### config.mk
export PLATFORM = sky130hd
export DESIGN_NAME = alu_issue_stage
export DESIGN_NICKNAME = d
export VERILOG_FILES = /design/src/rtl/mips_pkg.sv /design/src/rtl/fwd_mux.sv /design/src/rtl/alu_issue_stage.sv
export SDC_FILE = /design/constraint.sdc
export NUM_CORES = 1
export LEC_CHECK = 0
export CAP_MARGIN = 20
export CORE_MARGIN = 2
export CORE_UTILIZATION = 40
export CTS_CLUSTER_SIZE = 24
export DETAILED_ROUTE_END_ITERATION = 10
export PLACE_DENSITY = 0.76
export SYNTH_ARGS = -nofsm -noshare
export SYNTH_HDL_FRONTEND = slang
export SYNTH_SLANG_ARGS = --single-unit
### constraint.sdc
create_clock -name clk -period 3.7 [get_ports clk]
set_clock_uncertainty 0.05 [all_clocks]
set_input_delay 1.11 -clock clk [delete_from_list [all_inputs] [get_ports clk]]
set_output_delay 1.11 -clock clk [all_outputs]
set_load 0.03 [all_outputs]
### src/rtl/mips_pkg.sv
// Shared MIPS core definitions.
//   DATA_W / REG_W : default datapath and register-index widths
//   alu_op_e       : opcode encoding understood by the alu block
//   stage_state_e  : occupancy of a one-entry pipeline register
package mips_pkg;

  localparam int DATA_W = 32;
  localparam int REG_W  = 5;

  typedef enum logic [3:0] {
    ALU_AND = 4'd0,
    ALU_OR  = 4'd1,
    ALU_ADD = 4'd2,
    ALU_SUB = 4'd3,
    ALU_SLT = 4'd4,
    ALU_NOR = 4'd5,
    ALU_XOR = 4'd6,
    ALU_SLL = 4'd7,
    ALU_SRL = 4'd8
  } alu_op_e;

  typedef enum logic {
    ST_EMPTY = 1'b0,
    ST_FULL  = 1'b1
  } stage_state_e;

endpackage

### src/rtl/fwd_mux.sv
// Operand forwarding selector.
//   idx                         : architectural source register index
//   dflt                        : value used when no forward source hits
//   exm_wr_en/exm_rd/exm_data   : EX/MEM result (highest priority)
//   mwb_wr_en/mwb_rd/mwb_data   : MEM/WB result
//   result                      : selected operand value
// Register 0 is hard-wired to zero in MIPS, so it never takes a forward.
module fwd_mux #(
  parameter int DATA_W = 32,
  parameter int REG_W  = 5
) (
  input  logic [REG_W-1:0]  idx,
  input  logic [DATA_W-1:0] dflt,
  input  logic              exm_wr_en,
  input  logic [REG_W-1:0]  exm_rd,
  input  logic [DATA_W-1:0] exm_data,
  input  logic              mwb_wr_en,
  input  logic [REG_W-1:0]  mwb_rd,
  input  logic [DATA_W-1:0] mwb_data,
  output logic [DATA_W-1:0] result
);

  always_comb begin
    result = dflt;
    if (idx != '0) begin
      if (exm_wr_en && (exm_rd == idx)) begin
        result = exm_data;
      end else if (mwb_wr_en && (mwb_rd == idx)) begin
        result = mwb_data;
      end
    end
  end

endmodule

### src/rtl/alu_issue_stage.sv
// Decode-to-execute issue register feeding the alu block from flops.
//   clk, rst_n                       : clock, asynchronous active-low reset
//   flush                            : drop the held entry and any offered entry
//   dec_*                            : decoded instruction offer, dec_ready handshake
//   exm_* / mwb_*                    : EX/MEM and MEM/WB forwarding sources
//   ex_valid / ex_ready              : handshake toward execute
//   alu_opcode, alu_a, alu_b         : registered ALU inputs
//   ex_rd, ex_is_load                : destination index and load marker
// A held instruction keeps re-forwarding its register operands so that a
// result arriving during backpressure is not missed.
module alu_issue_stage #(
  parameter int DATA_W = mips_pkg::DATA_W,
  parameter int REG_W  = mips_pkg::REG_W
) (
  input  logic              clk,
  input  logic              rst_n,
  input  logic              flush,
  input  logic              dec_valid,
  output logic              dec_ready,
  input  logic [3:0]        dec_alu_op,
  input  logic [REG_W-1:0]  dec_rs_idx,
  input  logic [REG_W-1:0]  dec_rt_idx,
  input  logic [REG_W-1:0]  dec_rd_idx,
  input  logic [DATA_W-1:0] dec_rs_val,
  input  logic [DATA_W-1:0] dec_rt_val,
  input  logic [15:0]       dec_imm,
  input  logic              dec_use_imm,
  input  logic              dec_sign_ext,
  input  logic              dec_shift,
  input  logic [4:0]        dec_shamt,
  input  logic              dec_is_load,
  input  logic              exm_wr_en,
  input  logic [REG_W-1:0]  exm_rd,
  input  logic [DATA_W-1:0] exm_data,
  input  logic              mwb_wr_en,
  input  logic [REG_W-1:0]  mwb_rd,
  input  logic [DATA_W-1:0] mwb_data,
  output logic              ex_valid,
  input  logic              ex_ready,
  output logic [3:0]        alu_opcode,
  output logic [DATA_W-1:0] alu_a,
  output logic [DATA_W-1:0] alu_b,
  output logic [REG_W-1:0]  ex_rd,
  output logic              ex_is_load
);

  import mips_pkg::*;

  stage_state_e      state_q, state_d;
  logic [3:0]        alu_opcode_q, alu_opcode_d;
  logic [DATA_W-1:0] alu_a_q, alu_a_d;
  logic [DATA_W-1:0] alu_b_q, alu_b_d;
  logic [REG_W-1:0]  ex_rd_q, ex_rd_d;
  logic              ex_is_load_q, ex_is_load_d;
  // Stored source indices and "operand came from a register" flags drive
  // the held-refresh forwarding.
  logic [REG_W-1:0]  rs_idx_q, rs_idx_d;
  logic [REG_W-1:0]  rt_idx_q, rt_idx_d;
  logic              a_is_reg_q, a_is_reg_d;
  logic              b_is_reg_q, b_is_reg_d;

  logic advance, hazard, capture;

  // Four forwarding lookups: 0 = decode rs, 1 = decode rt,
  // 2 = held A refresh, 3 = held B refresh.
  logic [REG_W-1:0]  fm_idx  [4];
  logic [DATA_W-1:0] fm_dflt [4];
  logic [DATA_W-1:0] fm_out  [4];

  assign fm_idx[0]  = dec_rs_idx;
  assign fm_dflt[0] = dec_rs_val;
  assign fm_idx[1]  = dec_rt_idx;
  assign fm_dflt[1] = dec_rt_val;
  assign fm_idx[2]  = rs_idx_q;
  assign fm_dflt[2] = alu_a_q;
  assign fm_idx[3]  = rt_idx_q;
  assign fm_dflt[3] = alu_b_q;

  generate
    for (genvar gi = 0; gi < 4; gi++) begin : g_fwd
      fwd_mux #(.DATA_W(DATA_W), .REG_W(REG_W)) u_fwd (
        .idx       (fm_idx[gi]),
        .dflt      (fm_dflt[gi]),
        .exm_wr_en (exm_wr_en),
        .exm_rd    (exm_rd),
        .exm_data  (exm_data),
        .mwb_wr_en (mwb_wr_en),
        .mwb_rd    (mwb_rd),
        .mwb_data  (mwb_data),
        .result    (fm_out[gi])
      );
    end
  endgenerate

  assign ex_valid   = (state_q == ST_FULL);
  assign alu_opcode = alu_opcode_q;
  assign alu_a      = alu_a_q;
  assign alu_b      = alu_b_q;
  assign ex_rd      = ex_rd_q;
  assign ex_is_load = ex_is_load_q;

  // A load in the stage has no data yet, so a consumer must wait one cycle
  // and pick the value up from a forward source instead.
  assign advance = !ex_valid || ex_ready;
  assign hazard  = dec_valid && ex_valid && ex_is_load_q && (ex_rd_q != '0) &&
                   ((ex_rd_q == dec_rs_idx) || ((ex_rd_q == dec_rt_idx) && !dec_use_imm));
  assign dec_ready = advance && !hazard && !flush;
  assign capture   = dec_valid && dec_ready;

  always_comb begin
    state_d      = state_q;
    alu_opcode_d = alu_opcode_q;
    alu_a_d      = alu_a_q;
    alu_b_d      = alu_b_q;
    ex_rd_d      = ex_rd_q;
    ex_is_load_d = ex_is_load_q;
    rs_idx_d     = rs_idx_q;
    rt_idx_d     = rt_idx_q;
    a_is_reg_d   = a_is_reg_q;
    b_is_reg_d   = b_is_reg_q;

    if (flush) begin
      state_d = ST_EMPTY;
    end else if (capture) begin
      state_d      = ST_FULL;
      alu_opcode_d = dec_alu_op;
      alu_a_d      = dec_shift ? {{(DATA_W-5){1'b0}}, dec_shamt} : fm_out[0];
      if (dec_use_imm) begin
        alu_b_d = dec_sign_ext ? {{(DATA_W-16){dec_imm[15]}}, dec_imm}
                               : {{(DATA_W-16){1'b0}}, dec_imm};
      end else begin
        alu_b_d = fm_out[1];
      end
      ex_rd_d      = dec_rd_idx;
      ex_is_load_d = dec_is_load;
      rs_idx_d     = dec_rs_idx;
      rt_idx_d     = dec_rt_idx;
      a_is_reg_d   = !dec_shift;
      b_is_reg_d   = !dec_use_imm;
    end else if (advance) begin
      // Covers both the load-use bubble and an idle decode slot.
      state_d = ST_EMPTY;
    end else begin
      // Held under backpressure: refresh register-sourced operands only.
      if (a_is_reg_q) alu_a_d = fm_out[2];
      if (b_is_reg_q) alu_b_d = fm_out[3];
    end
  end

  always_ff @(posedge clk or negedge rst_n) begin
    if (!rst_n) begin
      state_q      <= ST_EMPTY;
      alu_opcode_q <= 4'(ALU_AND);
      alu_a_q      <= '0;
      alu_b_q      <= '0;
      ex_rd_q      <= '0;
      ex_is_load_q <= 1'b0;
      rs_idx_q     <= '0;
      rt_idx_q     <= '0;
      a_is_reg_q   <= 1'b0;
      b_is_reg_q   <= 1'b0;
    end else begin
      state_q      <= state_d;
      alu_opcode_q <= alu_opcode_d;
      alu_a_q      <= alu_a_d;
      alu_b_q      <= alu_b_d;
      ex_rd_q      <= ex_rd_d;
      ex_is_load_q <= ex_is_load_d;
      rs_idx_q     <= rs_idx_d;
      rt_idx_q     <= rt_idx_d;
      a_is_reg_q   <= a_is_reg_d;
      b_is_reg_q   <= b_is_reg_d;
    end
  end

endmodule

# [After elaboration in Yosys (flattened, before gate mapping)]
# Cells that the tools add are included.
# W data, S select, Z words.
[op_classes] eq_ne=11 n_bitwise=1 magnitude_cmp=0 n_mul=0 reduce_logical=38 add_sub_neg=0 div_mod_pow=0 mux=24 n_shift=0
[ops] op="$mux W32" n=21
[ops] op="$eq A5 B5 Y1" n=10
[ops] op="$reduce_bool A5 Y1" n=5
[ops] op="$logic_and A1 B1 Y1" n=16
[ops] op="$reduce_and A5 Y1" n=2
[ops] op="$reduce_bool A3 Y1" n=3
[ops] op="$reduce_bool A2 Y1" n=4
[ops] op="$logic_not A1 Y1" n=5
[ops] op="$mux W1" n=3
[ops] op="$logic_or A1 B1 Y1" n=2
[ops] op="$ne A2 B1 Y1 const B" n=1
[ops] op="$reduce_and A2 Y1" n=1
[ops] op="$not A1 Y1" n=1
[word_totals] mem_bits_rw=0 latch_bits=0 wordCells=84 regBits=87 memories=0 rom_bits=0 inputBits=189

# [Logic depth before layout (Yosys ltp)]
# Gate-level depths: netlist of run 1.
[depth] ltp_word=10 ltp_mapped=11

# [By module]
# From an unflattened synthesis of run 1, not the netlist that was laid out.
[hier_totals] cells_unflattened=873 hier_area_um2=8249.2
[by_module_without_submodules] mod="alu_issue_stage" cells_per_inst=481 seq_area_each_um2=2177.1 instances=1 area_per_inst_um2=4560.6
[by_module_without_submodules] mod="fwd_mux" cells_per_inst=98 seq_area_each_um2=0.0 instances=4 area_per_inst_um2=922.1

# [Worst setup path after synthesis of run 1]
# No wires, ideal clock.
[synth_path] path_kind="input to output" from="in dec_rt_idx[0]" to="out dec_ready" t_arrival_ps=2548 required_ps=2540 path_stages=6 setup_slack_ps=-8 n_path_buf=1 cell_sequence="buf_2 > xor2_1 > nor4_1 > a32oi_1 > nor2_1 > a21boi_0"
[synth_between] elab_chain_len=7
[synth_rtl] element="start, declared" line_no="alu_issue_stage.sv:22" text="input logic [REG_W-1:0] dec_rt_idx,"
[synth_rtl] element="$eq A5 B5 Y1" line_no="alu_issue_stage.sv:106" text="((ex_rd_q == dec_rs_idx) || ((ex_rd_q == dec_rt_idx) && !dec_use_imm));"
[synth_rtl] element="$logic_and A1 B1 Y1" line_no="alu_issue_stage.sv:106"
[synth_rtl] element="$logic_or A1 B1 Y1" line_no="alu_issue_stage.sv:106"
[synth_rtl] element="$logic_and A1 B1 Y1" line_no="alu_issue_stage.sv:105" text="assign hazard = dec_valid && ex_valid && ex_is_load_q && (ex_rd_q != '0) &&"
[synth_rtl] element="$logic_not A1 Y1" line_no="alu_issue_stage.sv:107" text="assign dec_ready = advance && !hazard && !flush;"
[synth_rtl] element="$logic_and A1 B1 Y1 (2 in series)" line_no="alu_issue_stage.sv:107"
[synth_rtl] element="end, declared" line_no="alu_issue_stage.sv:19" text="output logic dec_ready,"
# No other way between the ends.

# [Worst setup path in the final report of run 1]
[layout_path] from="in dec_rs_idx[3]" to="out dec_ready"
[layout_between] elab_chain_len=6
[layout_rtl] element="start, declared" line_no="alu_issue_stage.sv:21" text="input logic [REG_W-1:0] dec_rs_idx,"
[layout_rtl] element="$eq A5 B5 Y1" line_no="alu_issue_stage.sv:106"
[layout_rtl] element="$logic_or A1 B1 Y1" line_no="alu_issue_stage.sv:106"
[layout_rtl] element="$logic_and A1 B1 Y1" line_no="alu_issue_stage.sv:105"
[layout_rtl] element="$logic_not A1 Y1" line_no="alu_issue_stage.sv:107"
[layout_rtl] element="$logic_and A1 B1 Y1 (2 in series)" line_no="alu_issue_stage.sv:107"
# No other way between the ends.

==> flow_metrics.py, run 1 <==
metrics = {
    "outcome": {
        "run_status": "finished clean",
    },
    "power_and_ir_drop": {
        "internal-power_mw": 2.41,
        "p_leak_nw": 4.16,
        "power_frac_seq_pct": 33.6,
        "power_frac_clock_pct": 29.4,
        "comb_power_share_pct": 37.0,
        "power.switching_fraction_pct": 34.0,
        "powerDensity_mw_per_mm2": 363,
        "power.net_switching_mw": 1.24,
        "vdd.ir_drop.worst_mv": 0.232,
    },
    "synth": {
        "async_reset_ff_share_pct": 100,
        "ys_warn_count": 0,
        "synth.cell_area_mm2": 0.00665,
        "synth_cell_type_count": 52,
        "mappedNetlistNets": 956,
        "post_synth_main_area_contributors": "dfrtp_1 33%, mux2i_1 8.1%, mux2_2 6.9%",
        "yosys.area.top_type": "dfrtp_1",
        "yosys.area.top_type_share_pct": 32.8,
        "number_of_enable_flip_flop_cells_after_synthesis": 0,
        "syn-mean-instance-area_um2": 8.66,
        "synth.ff_latch_count": 87,
        "syn_inst": 767,
        "synth_flop_cell": "dfrtp_1",
        "synth-seq-area-share_pct": 32.8,
    },
    "timing": {
        "setup_viol": 0,
        "timing.final.crit_period_ns": 3.60,
        "final_max_slew_viol_count": 0,
        "slew_headroom_pct": 40.5,
        "unrepaired_setup_endpoints_after_global_routing": "no",
        "max_freq_mhz": 278,
        "report.final.hold_viol_count": 0,
        "layout_worst_path_cycle_share_pct": 97.3,
        "tightestPinTransition_ns": 0.893,
    },
    "clock_tree": {
        "clk_pin_slew_worst_paths_ns": 0.06,
        "clkLatencyLatePin_ns": 0.34,
        "tritoncts_num_sinks": 87,
        "tritoncts": "done",
        "hold_buf_count_cts": 0,
        "cts-buffers-inserted": 9,
        "cts_root_buffer": "clkbuf_16",
        "cts_buffer_depth": 2,
        "cts_htree_levels": 3,
    },
    "global_routing": {
        "grt_usage_pct": 29.6,
        "vias_in_the_first_global_route": 7406,
        "grt_pass1_wl_um": 40800,
        "grt_overflow": 0,
        "grt_antenna_before_repair": 2,
        "grt_max_degree": 52,
    },
    "layout": {
        "layout.cells.most_common_list": "257 x clkdlybuf4s50_1, 117 x nand2_1, 87 x dfrtp_1",
        "finalNetCount": 1206,
        "final_cell_area_mm2": 0.0100,
        "num-fill-cells": 1409,
        "post_route_cells_drive_above_1_share_pct": 12.4,
        "layout-area-overhead-vs-synth_pct": 51.1,
        "post_layout_nonfiller_instances": 1244,
        "layout.cells.most_common": "clkdlybuf4s50_1",
    },
    "detailed_routing": {
        "drt_iter0_markers": 464,
        "wl_per_cell_um": 21.3,
        "vias": 7230,
        "detail_route.first_pass.iterations": 7,
        "routed_wl_um": 26500,
        "drc_errors": 0,
        "routed_antenna_nets": 0,
        "post_drt_via_cell_ratio": 5.81,
    },
    "worst_setup_path": {
        "worstRegToRegCells": 11,
        "crit_required_ns": 2.54,
        "r2r_slack_ns": 0.91,
        "worst_path_largest_cell_delay_ns": 0.51,
        "crit_path_end_kind": "output port",
        "cp-endpoint": "dec_ready",
        "largest_driver_fanout_on_the_critical_path": 2,
        "timing_worst_setup_path_type": "primary input to output port",
        "critical_path.startpoint_type": "primary input",
        "cp.arrival_ns": 2.44,
        "worstReg2RegStart": "ex_rd[2]",
        "worst_r2r_endpoint": "alu_b[21]",
        "cp-startpoint": "dec_rs_idx[3]",
        "cp_slowest_cell": "clkdlybuf4s50_1",
        "worst_path_most_repeated_cell": "nor2_1",
        "cell_by_cell_listing_of_the_critical_path": "clkdlybuf4s50_1 -> xor2_1 -> nor2_1 -> a32oi_1 -> nor2_1 -> a21boi_1 -> buf_4",
    },
    "place": {
        "dpl-instance-area_mm2": 0.00966,
        "detailedPlacementHpwl_um": 19000,
        "gpl.final_weighted_congestion": 0.914,
        "portBuffers": 264,
        "dpl.cell_count": 1224,
    },
    "die": {
        "rows": 47,
        "core_area_mm2": 0.0164,
        "total_die_area_mm2": 0.0177,
        "chipWidth_um": 133,
        "io_pins": 265,
        "vertical_die_dimension_um": 133,
        "floorplan.initialDensity_pct": 40.5,
    },
    "hold_path": {
        "hold_depth": 2,
        "timing.hold.worst.class": "flip-flop to flip-flop",
    },
    "flow_run": {
        "max_cap_violations": 0,
    },
}
worst min path at each step:
stage | from | to | slack, ns
finish | alu_opcode[2] | alu_opcode[2] | 0.43
global route | alu_opcode[2] | alu_opcode[2] | 0.45
CTS | alu_opcode[2] | alu_opcode[2] | 0.43
detailed placement | alu_opcode[2] | alu_opcode[2] | 0.41
global placement | alu_opcode[2] | alu_opcode[2] | 0.41
floorplan | b_is_reg_q | b_is_reg_q | 0.42
kinds of logic (layout without fill, tap and decap cells):
kind of cell | count (synthesis) | count (layout) | share of synthesized area [%]
buffers and inverters | 76 | 331 | 6.04
AND/OR/NAND/NOR | 234 | 234 | 14.6
AO/OA/AOI/OAI | 225 | 225 | 24.9
other | 0 | 2 | 0
XOR/XNOR | 50 | 50 | 6.59
multiplexers | 95 | 95 | 15.1
flip-flops | 87 | 87 | 32.8
power groups by stage:
stage	clock network (mW)	logic [mW]	registers [mW]
floorplan	0	0.416	1.47
global placement	0	1.32	1.23
detailed placement	0	1.34	1.24
CTS	1.09	1.35	1.22
global route	1.13	1.43	1.24
finish	1.07	1.35	1.22
metal layers:
metal	GRT usage (%)	vias to the layer above	part of all wire, %
met5	0	-	0
li1	-	3329	-
met3	5.59	75	7.8
met2	48.6	385	47
met4	15.2	0	3.7
met1	37.2	3441	41
state kept, by name (all words and copies together) (netlist names):
signal	flops
a_is_reg_q	1
alu_a	32
alu_b	32
alu_opcode	4
b_is_reg_q	1
ex_is_load	1
ex_rd	5
ex_valid	1
rs_idx_q	5
rt_idx_q	5
layout make-up:
type                            instances  area (um^2)  share of cell area (%)
Clock inverter                          5          106                    1.06
Multi-Input combinational cell        604         4130                    41.1
Antenna cell                            2         5.00                  0.0499
Inverter                                2         7.51                  0.0748
Sequential cell                        87         2180                    21.7
Timing Repair Buffer                  313         3110                    30.9
Tap cell                              220          275                    2.74
Clock buffer                           11          233                    2.32
stage by stage:
step / hold WS, ns / power, mW / utilization (%) / setup slack [ns] / TNS, ns
finish: 0.426 / 3.65 / 61.2 / 0.101 / 0
global placement: 0.409 / 2.56 / 58.9 / -0.0385 / -0.423
global route: 0.448 / 3.80 / 61.2 / 0.0400 / 0
floorplan: 0.418 / 1.89 / - / 0.213 / 0
CTS: 0.428 / 3.66 / 61.1 / 0.00444 / 0
detailed placement: 0.412 / 2.58 / 58.9 / -0.0795 / -0.754
synth_stat cells, drive strengths merged, types with 2 or more instances:
| cell | number |
|---|---|
| nand2 | 118 |
| dfrtp | 87 |
| nor2 | 85 |
| mux2i | 54 |
| o22ai | 49 |
| o21ai | 42 |
| buf | 41 |
| mux2 | 41 |
| xor2 | 41 |
| a21oi | 37 |
| clkbuf | 33 |
| a2111o | 27 |
| a311o | 12 |
| a311oi | 11 |
| o32a | 11 |
| nor4 | 9 |
| xnor2 | 9 |
| o22a | 7 |
| a211o | 6 |
| a22oi | 5 |
| and3 | 5 |
| nand3 | 5 |
| o211ai | 5 |
| nor3 | 4 |
| a211oi | 2 |
| a21boi | 2 |
| nand2b | 2 |
| o2111ai | 2 |
| or2 | 2 |
| or4 | 2 |
critical path, delay by kind of cell:
| kind | cells | cell delay [ns] |
|---|---|---|
| xor gates and xnor gates | 1 | 0.16 |
| buffers and inverters | 2 | 0.69 |
| and+or+nand+nor | 2 | 0.13 |
| AOI/OAI and AO/OA | 2 | 0.34 |
timing repair:
item                                    CTS  global route
pin swaps                                 3             2
endpoints found under the setup margin    1            15
buffers inserted                          2             0
gates resized for setup                   1             5
(Power assumes the default switching activity.)
==> run 2: changes to the inputs <==
--- a/config.mk
+++ b/config.mk
@@ -11,6 +11,7 @@
 export CTS_CLUSTER_SIZE = 24
 export DETAILED_ROUTE_END_ITERATION = 10
 export PLACE_DENSITY = 0.76
+export SKIP_CTS_REPAIR_TIMING = 1
 export SYNTH_ARGS = -nofsm -noshare
 export SYNTH_HDL_FRONTEND = slang
 export SYNTH_SLANG_ARGS = --single-unit
==> flow_metrics.py, run 2 (synthesis results as in run 1) <==
metrics = {
    "timing": {
        "max_freq_mhz": 274,
        "final_max_slew_viol_count": 0,
        "setup_viol": 0,
        "fin_worst_hold_slack_ns": 0.427,
        "setup_slack_ns": 0.0440,
        "tightestPinTransition_ns": 0.978,
        "tns_ns": 0,
        "timing.final.crit_period_ns": 3.66,
        "report.final.hold_viol_count": 0,
        "layout_worst_path_cycle_share_pct": 98.8,
        "slew_headroom_pct": 34.8,
    },
    "place": {
        "dpl.cell_count": 1224,
        "detailedPlacementHpwl_um": 19000,
        "dp_worst_setup_slack_ns": -0.0795,
        "dpl-instance-area_mm2": 0.00966,
        "gpl.final_weighted_congestion": 0.914,
        "portBuffers": 264,
    },
    "global_routing": {
        "grt_antenna_before_repair": 0,
        "vias_in_the_first_global_route": 7384,
        "grt_overflow": 0,
        "grt_max_degree": 52,
        "grt_pass1_wl_um": 40800,
        "grt_usage_pct": 29.6,
    },
    "clock_tree": {
        "tritoncts": "done",
        "clkLatencyLatePin_ns": 0.35,
        "cts-buffers-inserted": 9,
        "cts_root_buffer": "clkbuf_16",
        "tritoncts_num_sinks": 87,
        "cts_htree_levels": 3,
        "clk_pin_slew_worst_paths_ns": 0.06,
        "cts_buffer_depth": 2,
    },
    "detailed_routing": {
        "routed_antenna_nets": 0,
        "routed_wl_um": 26600,
        "post_drt_via_cell_ratio": 5.82,
        "drc_errors": 0,
        "wl_per_cell_um": 21.4,
        "vias": 7220,
        "detail_route.first_pass.iterations": 5,
        "drt_iter0_markers": 507,
    },
    "layout": {
        "layout.cells.most_common_list": "258 x clkdlybuf4s50_1, 117 x nand2_1, 87 x dfrtp_1",
        "layout.cells.most_common": "clkdlybuf4s50_1",
        "post_layout_nonfiller_instances": 1241,
        "layout-area-overhead-vs-synth_pct": 50.9,
        "n_antenna_cell": 0,
        "finalNetCount": 1205,
        "final_core_utilization_pct": 61.1,
        "post_route_cells_drive_above_1_share_pct": 12.2,
        "final_cell_area_mm2": 0.0100,
    },
    "die": {
        "io_pins": 265,
        "floorplan.initialDensity_pct": 40.5,
        "chipWidth_um": 133,
        "total_die_area_mm2": 0.0177,
        "rows": 47,
        "core_area_mm2": 0.0164,
        "vertical_die_dimension_um": 133,
    },
    "worst_setup_path": {
        "cp.arrival_ns": 2.50,
        "r2r_slack_ns": 0.82,
        "largest_driver_fanout_on_the_critical_path": 2,
        "crit_required_ns": 2.54,
        "crit_path_end_kind": "output port",
        "critical_path.startpoint_type": "primary input",
        "timing_worst_setup_path_type": "primary input to output port",
    },
    "power_and_ir_drop": {
        "p_leak_nw": 4.15,
        "p_total_mw": 3.64,
        "vdd.ir_drop.worst_mv": 0.234,
        "powerDensity_mw_per_mm2": 364,
    },
    "flow_run": {
        "max_cap_violations": 0,
    },
    "outcome": {
        "run_status": "finished clean",
    },
    "hold_path": {
        "timing.hold.worst.class": "flip-flop to flip-flop",
    },
}
==> run 2: worst paths after layout <==
path	from	to	cells past startpoint
setup / recovery	dec_rt_idx[2]	dec_ready	7
hold / removal	alu_opcode[3]	alu_opcode[3]	2
setup reg to reg	ex_rd[0]	alu_b[31]	8
hold reg to reg	alu_opcode[3]	alu_opcode[3]	2
max in group asynchronous	rst_n	alu_a[15]	2
min in group asynchronous	rst_n	alu_a[3]	1
==> run 2: area by class of cell <==
type | count | area [um^2]
fillers | 1407 | 6380
flip-flops and latches | 87 | 2180
multi-input cells | 604 | 4130
clock inverters | 5 | 106
clock buffers | 11 | 233
well taps | 220 | 275
repair buffers | 312 | 3100
inverters | 2 | 7.51
==> run 2: metal layers <==
metal / global-route usage, % / share of wire (%)
met1: 37.3 / 41
met5: 0 / 0
met4: 14.2 / 3.4
met2: 49.0 / 48
met3: 5.56 / 7.6
==> run 2: worst max-delay path, stage by stage <==
cell and delay (ns):
clkdlybuf4s50_1 0.49, xor2_1 0.18, nor4_2 0.06, a32oi_1 0.26, nor2_1 0.07, a21boi_1 0.14
buf_4 0.18
==> run 2: where the power goes <==
group	switching, mW	internal [mW]	leakage [nW]
Combinational	0.710	0.641	2.93
Sequential	0.123	1.10	1.06
Clock	0.407	0.663	0.160
==> run 3: changes to the inputs <==
--- a/config.mk
+++ b/config.mk
@@ -5,13 +5,16 @@
 export SDC_FILE = /design/constraint.sdc
 export NUM_CORES = 1
 export LEC_CHECK = 0
+export ABC_AREA = 1
 export CAP_MARGIN = 20
 export CORE_MARGIN = 2
 export CORE_UTILIZATION = 40
 export CTS_CLUSTER_SIZE = 24
 export DETAILED_ROUTE_END_ITERATION = 10
-export PLACE_DENSITY = 0.76
+export PLACE_DENSITY = 0.73
+export RECOVER_POWER = 25
 export SKIP_CTS_REPAIR_TIMING = 1
+export SKIP_LAST_GASP = 1
 export SYNTH_ARGS = -nofsm -noshare
 export SYNTH_HDL_FRONTEND = slang
 export SYNTH_SLANG_ARGS = --single-unit
==> flow_metrics.py, run 3 <==
metrics = {
    "detailed_routing": {
        "drt_iter0_markers": 755,
        "wl_per_cell_um": 17.5,
        "detail_route.first_pass.iterations": 7,
        "post_drt_via_cell_ratio": 5.18,
        "vias": 9446,
        "drc_errors": 0,
        "routed_antenna_nets": 0,
        "routed_wl_um": 31900,
    },
    "synth": {
        "synth_cell_type_count": 31,
        "mappedNetlistNets": 1523,
        "dominant_combinational_cell_family_by_area_after_synthesis": "simple AND/OR/NAND/NOR gates",
        "synth-seq-area-share_pct": 28.5,
        "synth.area.mux_share_pct": 0,
        "synth.ff_latch_count": 87,
        "ys_warn_count": 0,
        "synthTopCellsByCount": "498 x nand2_1, 186 x nor2_1, 137 x inv_1, 132 x o21ai_0, 87 x dfrtp_1",
        "yosys.area.top_type": "dfrtp_1",
        "syn_inst": 1334,
        "post_synth_main_area_contributors": "dfrtp_1 28%, nand2_1 24%, nor2_1 9.1%",
        "synth_compound_area_share_pct": 18.7,
        "synth.cell_area_mm2": 0.00764,
        "post_synth_adder_cell_area_pct": 0,
        "syn-mean-instance-area_um2": 5.73,
        "synth_simple_gate_area_share_pct": 39.7,
        "post_synth_xor_area_fraction_pct": 0.115,
        "synth_flop_cell": "dfrtp_1",
        "yosys.area.top_type_share_pct": 28.5,
        "async_reset_ff_share_pct": 100,
        "number_of_enable_flip_flop_cells_after_synthesis": 0,
        "post-synth-top-count-cell": "nand2_1",
    },
    "global_routing": {
        "vias_in_the_first_global_route": 8856,
        "grt_max_degree": 65,
        "grt_overflow": 0,
        "grt_pass1_wl_um": 49100,
        "grt_usage_pct": 31.2,
        "grt_antenna_before_repair": 5,
    },
    "timing": {
        "max_freq_mhz": 280,
        "final_max_slew_viol_count": 41,
        "setup_viol": 0,
        "tightestPinTransition_ns": 2.49,
        "tns_ns": 0,
        "slew_headroom_pct": -65.7,
        "report.final.hold_viol_count": 0,
        "layout_worst_path_cycle_share_pct": 96.5,
        "unrepaired_setup_endpoints_after_global_routing": "no",
        "timing.final.crit_period_ns": 3.57,
    },
    "clock_tree": {
        "cts_htree_levels": 3,
        "cts_buffer_depth": 2,
        "clkLatencyLatePin_ns": 0.36,
        "tritoncts_num_sinks": 87,
        "clk_pin_slew_worst_paths_ns": 0.08,
        "cts-buffers-inserted": 9,
        "tritoncts": "done",
        "cts_root_buffer": "clkbuf_16",
    },
    "power_and_ir_drop": {
        "vdd.ir_drop.worst_mv": 0.222,
        "powerDensity_mw_per_mm2": 342,
        "p_leak_nw": 5.64,
    },
    "die": {
        "chipWidth_um": 142,
        "rows": 50,
        "core_area_mm2": 0.0187,
        "io_pins": 265,
        "total_die_area_mm2": 0.0202,
        "vertical_die_dimension_um": 142,
        "floorplan.initialDensity_pct": 40.9,
    },
    "outcome": {
        "run_status": "finished with violations",
        "failing_checks": "max-capacitance violations, max-slew violations",
    },
    "worst_setup_path": {
        "cell_by_cell_listing_of_the_critical_path": "clkdlybuf4s50_1 -> inv_2 -> nand2_1 -> nand2_1 -> nor2_1 -> nand3_1 -> nand2_1 -> nand2_2 -> nand2_1 -> inv_1 -> buf_4",
        "worst_path_most_repeated_cell": "nand2_1",
        "crit_path_end_kind": "output port",
        "cp.arrival_ns": 2.41,
        "timing_worst_setup_path_type": "primary input to output port",
        "critical_path.startpoint_type": "primary input",
        "crit_required_ns": 2.54,
        "largest_driver_fanout_on_the_critical_path": 5,
        "worst_path_largest_cell_delay_ns": 0.56,
        "cp_slowest_cell": "clkdlybuf4s50_1",
    },
    "layout": {
        "final_core_utilization_pct": 58.2,
        "layout-area-overhead-vs-synth_pct": 42.5,
        "finalNetCount": 1772,
        "num-fill-cells": 1910,
        "layout.cells.most_common": "nand2_1",
        "seqCellArea_mm2": 0.00218,
        "layout.cells.most_common_list": "497 x nand2_1, 258 x clkdlybuf4s50_1, 186 x nor2_1",
        "post_route_cells_drive_above_1_share_pct": 6.74,
        "multi_input_comb_area_mm2": 0.00449,
    },
    "hold_path": {
        "timing.hold.worst.class": "flip-flop to flip-flop",
    },
    "place": {
        "detailedPlacementHpwl_um": 24600,
        "portBuffers": 264,
        "gpl.final_weighted_congestion": 0.987,
    },
    "flow_run": {
        "max_cap_violations": 1,
    },
}
[run 3: cell count changes after synthesis, moves of 27 or more]
cell | before | now
a2111o_1 | 27 | 0
inv_1 | 1 | 137
mux2_2 | 41 | 0
mux2i_1 | 54 | 0
nand2_1 | 117 | 498
nand4_1 | 0 | 28
nor2_1 | 85 | 186
o21ai_0 | 33 | 132
o21ai_1 | 9 | 74
o22ai_1 | 49 | 5
xor2_1 | 41 | 0
[run 3: logic make-up after synthesis]
group | count (synthesis)
AO/OA/AOI/OAI | 271
AND/OR/NAND/NOR | 751
flip-flops | 87
buffers and inverters | 224
XOR/XNOR | 1
[run 3: power by group]
part	internal (mW)	switching, mW
sequential	1.11	0.117
clock	0.475	0.464
combinational	0.660	0.903
[run 3: critical path: cells and delay by family]
| kind | cells | cell delay, ns |
|---|---|---|
| simple gates | 7 | 0.46 |
| buf+inv | 4 | 0.82 |
[run 3: area by class of cell]
type	instances	area share, %
Sequential cell	87	20.0
Antenna cell	1	0.0230
Timing Repair Buffer	309	28.1
Clock inverter	7	0.644
Tap cell	234	2.69
Inverter	153	5.27
Clock buffer	9	2.07
Multi-Input combinational cell	1023	41.2
[run 3: path summary, 6_finish.rpt]
| check | end | from | cells past startpoint | slack [ns] |
|---|---|---|---|---|
| setup / recovery | dec_ready | dec_rt_idx[3] | 11 | 0.13 |
| hold / removal | alu_opcode[1] | alu_opcode[1] | 2 | 0.44 |
| setup reg to reg | alu_b[14] | ex_rd[0] | 13 | 1.28 |
| hold reg to reg | alu_opcode[1] | alu_opcode[1] | 2 | 0.44 |
| max in group asynchronous | rt_idx_q[2] | rst_n | 1 | 0.70 |
| min in group asynchronous | alu_a[20] | rst_n | 1 | 1.46 |
[run 3: per-layer routing]
layer	wire, um	share of wire (%)	global-route usage [%]	up-vias
li1	-	-	-	4682
met1	13400	42	41.3	4235
met2	14500	45	50.4	461
met3	3160	9.9	8.08	62
met4	855	2.7	9.26	6
met5	40	0.13	0	-
[run 3: metrics by stage]
step	hold WS [ns]	area (um^2)	setup WS [ns]	total power [mW]	std cells
after floorplan	0.425	7640	0.654	2.05	1334
after global placement	0.414	10600	0.0911	2.79	1806
after detailed placement	0.416	10600	0.0986	2.80	1806
after CTS	0.437	10900	0.0932	3.74	1822
after global routing	0.463	10900	0.00448	3.94	1822
final	0.436	10900	0.130	3.73	1823
